### src/rtl/regfile_pkg.sv
// Shared constants for the register file: default geometry and the hard-wired zero register.
package regfile_pkg;

    localparam int unsigned DEF_WIDTH = 32;
    localparam int unsigned DEF_DEPTH = 32;
    localparam int unsigned ZERO_REG  = 0;

endpackage

### src/rtl/reg_word.sv
// One storage word of the register file: a WIDTH-bit register with load enable
// and asynchronous active-low clear.
module reg_word #(
    parameter int unsigned WIDTH = 32
) (
    input  logic             clk,
    input  logic             reset_n,
    input  logic             en,
    input  logic [WIDTH-1:0] d,
    output logic [WIDTH-1:0] q
);

    always_ff @(posedge clk or negedge reset_n) begin
        if (!reset_n) begin
            q <= '0;
        end else if (en) begin
            q <= d;
        end
    end

endmodule

### src/rtl/register_file.sv
// Register file with one write port and two combinational read ports; register 0 reads as zero.
// Define REGFILE_BYPASS_EN to forward same-cycle write data to a matching read port.
module register_file
    import regfile_pkg::*;
#(
    parameter int unsigned WIDTH = DEF_WIDTH,
    parameter int unsigned DEPTH = DEF_DEPTH,
    parameter int unsigned AW    = $clog2(DEPTH)
) (
    input  logic             clk,
    input  logic             reset_n,
    input  logic             we,
    input  logic [AW-1:0]    waddr,
    input  logic [WIDTH-1:0] wdata,
    input  logic [AW-1:0]    raddr_a,
    output logic [WIDTH-1:0] rdata_a,
    input  logic [AW-1:0]    raddr_b,
    output logic [WIDTH-1:0] rdata_b
);

    logic [WIDTH-1:0] regs [DEPTH];

    // Register 0 is a constant, so writes to it simply have nowhere to land.
    assign regs[ZERO_REG] = '0;

    for (genvar i = 1; i < DEPTH; i++) begin : g_word
        logic en;
        assign en = we && (waddr == AW'(i));

        reg_word #(
            .WIDTH (WIDTH)
        ) u_word (
            .clk     (clk),
            .reset_n (reset_n),
            .en      (en),
            .d       (wdata),
            .q       (regs[i])
        );
    end

    always_comb begin
        rdata_a = regs[raddr_a];
        rdata_b = regs[raddr_b];
`ifdef REGFILE_BYPASS_EN
        // Forwarding is gated by reset so a held-in-reset file still reads as zero.
        if (reset_n && we && (waddr != '0)) begin
            if (raddr_a == waddr) begin
                rdata_a = wdata;
            end
            if (raddr_b == waddr) begin
                rdata_b = wdata;
            end
        end
`endif
    end

endmodule

### config.mk
export PLATFORM = sky130hd
export DESIGN_NAME = register_file
export DESIGN_NICKNAME = d
export VERILOG_FILES = /design/src/rtl/regfile_pkg.sv /design/src/rtl/reg_word.sv /design/src/rtl/register_file.sv
export SDC_FILE = /design/constraint.sdc
export NUM_CORES = 2
export LEC_CHECK = 0
export BUFFER_PORTS_ARGS = -buffer_cell sky130_fd_sc_hd__buf_2
export CAP_MARGIN = 20
export CELL_PAD_IN_SITES_DETAIL_PLACEMENT = 1
export CELL_PAD_IN_SITES_GLOBAL_PLACEMENT = 1
export CORE_MARGIN = 5
export CORE_UTILIZATION = 37
export CTS_CLUSTER_SIZE = 25
export DETAILED_ROUTE_END_ITERATION = 7
export PLACE_DENSITY_LB_ADDON = 0.1
export SETUP_SLACK_MARGIN = 0.4
export SYNTH_ARGS = -nofsm -noshare
export SYNTH_HDL_FRONTEND = slang
export SYNTH_SLANG_ARGS = --single-unit
### constraint.sdc
create_clock -name clk -period 3 [get_ports clk]
set_input_delay 0.3 -clock clk [delete_from_list [all_inputs] [get_ports clk]]
set_output_delay 0.3 -clock clk [all_outputs]
set_load 0.05 [all_outputs]
==> impl_metrics.csv <==
group,metric,value,unit
outcome,status,"finished clean",
placement,dp_hpwl,121000,um
sta,min_period_over_period,94.3,%
sta,rsz0062_at_grt,"yes",
logic_synthesis,synth_fp_nets,3655,
setup_path,crit_buf_inv,1,
clock_tree,clock_sinks,992,
sta,drv_slew,0,
sta,worst_pin_slew,1.05,ns
finish,nNetsFinal,3736,
setup_path,max_stage_delay,0.49,ns
logic_synthesis,syn_area_per_cell,14.8,sq um
finish,reg.largest.list,"g_word.u_word.q: 992 flops",
setup_path,cp.required,2.70,ns
route,drtIter0Drc,2271,
power,peakVddDrop,0.546,mV
setup_path,path_cells,"mux4_2, a22o_1, o21ai_1, o31ai_2, buf_12",
clock_tree,clock_latency,0.74,ns
placement,gp_congestion,0.798,
route,dr.pass1.iters,5,
power,p_switching,0.0123,W
route,vias_per_cell,6.12,
finish,finalNonFillerCells,5687,
clock_tree,cts_buffers,116,
sta,hold_viol_final,0,
logic_synthesis,ys_seq_area_share,46.6,%
power,clockPowerShare,34.2,%
setup_path,end_kind,"primary output",
die,die_h,389,um
finish,largest-register,"g_word.u_word.q",
finish,layout-drive-gt1-share,55.6,%
sta,slew_headroom,30.2,%
sta,finalSetupTns,0,ns
setup_path,path_class,"register to primary output",
global_routing,antenna_found_initial,8,
route,ant_nets,0,
logic_synthesis,yosysTopAreaCellShare,46.6,%
setup_path,r2r_start,"g_word[24].u_word.q[30]$_DFFE_PN0P_",
setup_path,critPathLaunchType,"register",
power,powerDensity,672,nW/um^2
logic_synthesis,yosysUniqueCellTypes,30,
die,core-area,143000,sq um
power,p_int,0.0305,W
clock_tree,clkTransAtPathRegs,0.06,ns
global_routing,overflow,0,
global_routing,grt_pass1_vias,39600,
power,p_sw_share,28.8,%
power,seq_power_share,42.0,%
sta,setup_violations,0,
finish,final_area,63800,sq um
logic_synthesis,synth_seq_cells,992,
logic_synthesis,synth.area.top_cells,"dfrtp_1 47%, mux2_2 20%, mux4_2 16%",
route,num_vias,34800,
clock_tree,cts-root-buf,"clkbuf_16",
logic_synthesis,syn_inst,3605,
run,max_cap_violations,0,
setup_path,rr_worst_depth,2,
setup_path,crit_fanout,3,
placement,place_area,58700,sq um
sta,fin_ws,0.170,ns
global_routing,grt.total_usage,25.9,%
logic_synthesis,syn_area,53200,sq um
setup_path,r2r_end,"g_word[24].u_word.q[30]$_DFFE_PN0P_",
die,num_rows,139,
setup_path,critPathArrivalTime,2.53,ns
sta,fin_crit,2.83,ns
finish,largest_reg_flops,992,
worst_hold_path,hp-class,"input port to async pin",
die,die-area,152000,sq um
placement,pre_cts_slack,0.00182,ns
power,p_comb_share,23.8,%
power,p_leak,27.4,nW
sta,skew,0,ns
die,fp.dieW,389,um
route,drc,0,
clock_tree,cts_tree,"done",
global_routing,grt_pass1_wl,289000,um
die,pin_count,114,
route,wire_per_inst,34.7,um
logic_synthesis,synth_top_area_cell,"dfrtp_1",
global_routing,grt_max_degree,95,
clock_tree,clockBufferDepth,3,
setup_path,cp_slowest_cell,"mux4_2",
logic_synthesis,ys_warn_count,0,
finish,area_delta_synth_final,19.7,%
sta,fmax,353,MHz
clock_tree,htree_levels,3,
setup_path,r2r_slack,2.09,ns
placement,numPortBuffers,113,
route,wl,197000,um
die,start_util,37.2,%
setup_path,cp_top_family,"compound AO/OA/AOI/OAI gates",
placement,place_inst,5456,
## synth_stat cells
master    count
nor3_1        3
o31ai_1      64
nand2b_1      5
mux2i_1     192
mux4_2      384
or3_1         3
nor3b_1       1
nor2_1       15
clkbuf_1    216
o21ai_1      64
nor4_2        1
and2_1       66
o22ai_1      64
nor2b_1      10
mux2_1       89
buf_6         7
nand2_1      15
buf_1        10
nand4_1       1
nor3b_2       1
buf_4        31
inv_1         2
dfrtp_1     992
nand3_1       1
mux2_2      967
nand4b_1      3
buf_2       141
clkbuf_2      1
a211oi_1     64
a22o_1      192
## how the worst max path moves through the flow
stage                                   startpoint          end  slack, ns  cells after the start
2_1_floorplan                           raddr_b[0]  rdata_b[23]       0.60                      9
3_3_place_gp                            raddr_b[0]  rdata_b[24]       0.02                     10
4_1_cts         g_word[29].u_word.q[3]$_DFFE_PN0P_   rdata_b[3]       0.11                      5
3_5_place_dp                            raddr_b[0]  rdata_b[24]      0.002                     10
5_1_grt         g_word[28].u_word.q[1]$_DFFE_PN0P_   rdata_b[1]       0.12                      6
6_report       g_word[29].u_word.q[18]$_DFFE_PN0P_  rdata_b[18]       0.17                      5
## stage by stage
stage / hold WS [ns] / power, W / utilization (%)
2_1_floorplan: 0.00441 / 0.0244 / -
4_1_cts: 0.116 / 0.0433 / 44.4
3_5_place_dp: 0.320 / 0.0281 / 41.0
5_1_grt: 0.162 / 0.0448 / 44.5
6_report: 0.121 / 0.0429 / 44.5
3_3_place_gp: 0.319 / 0.0273 / 41.0
## metal layers
| layer | part of all wire (%) | GRT usage, % | vias up |
|---|---|---|---|
| met5 | 0.0066 | 0 | - |
| met4 | 2.6 | 7.25 | 2 |
| met3 | 4.6 | 3.63 | 284 |
| met2 | 49 | 43.3 | 892 |
| met1 | 44 | 35.6 | 19500 |
| li1 | - | - | 14200 |
## power groups by stage
stage	registers, W	clock network [W]	logic (W)
floorplan	0.0174	0	0.00696
global placement	0.0178	0	0.00953
detailed placement	0.0182	0	0.00985
CTS	0.0180	0.0150	0.0102
global route	0.0183	0.0156	0.0109
finish	0.0180	0.0147	0.0102
## timing repair
item                                    4_1_cts  5_1_grt
hold buffers                                  1        0
cloned                                        1        3
pin swaps                                    78       31
buffers inserted                              9        1
endpoints found under the hold margin        42        0
endpoints found under the setup margin       64       64
gates resized for setup                     148       17
## cell usage in the layout (no fill, tap or decap), types with 5 or more instances in the layout
cell type | synthesis | layout
a211oi_1 | 64 | 31
a211oi_2 | 0 | 31
a22o_1 | 192 | 191
and2_1 | 66 | 64
buf_12 | 0 | 143
buf_16 | 0 | 5
buf_2 | 141 | 38
buf_4 | 31 | 160
buf_6 | 7 | 11
buf_8 | 0 | 5
bufinv_16 | 0 | 9
clkbuf_1 | 216 | 27
clkbuf_16 | 0 | 123
clkbuf_8 | 0 | 33
clkinv_2 | 0 | 18
dfrtp_1 | 992 | 992
diode_2 | 0 | 5
mux2_1 | 89 | 89
mux2_2 | 967 | 966
mux2i_1 | 192 | 192
mux4_2 | 384 | 384
nand2_2 | 0 | 13
nor2_4 | 0 | 14
nor2b_4 | 0 | 8
o21ai_1 | 64 | 12
o21ai_2 | 0 | 44
o21ai_4 | 0 | 8
o22ai_1 | 64 | 64
o31ai_2 | 0 | 31
o31ai_4 | 0 | 33
## layout make-up
cell class              count  area [sq um]
inverters                   2          7.51
clock buffers             178          3510
diodes                      5          12.5
multi-input cells        2205         27800
clock inverters            33           432
flip-flops and latches    992         24800
well taps                1903          2380
repair buffers            369          4760
fillers                 13800         79600
## cell families (layout without fill, tap and decap cells)
logic type             after synthesis  count (layout)  share of synthesized area, %
other                                0               5                             0
and+or+nand+nor                    125             125                          1.36
AOI/OAI and AO/OA                  448             448                          6.32
muxes                             1632            1632                          42.2
buffers and inverters              408             582                          3.53
DFF                                992             992                          46.6
Note: power is estimated with default switching activity, not from simulation.
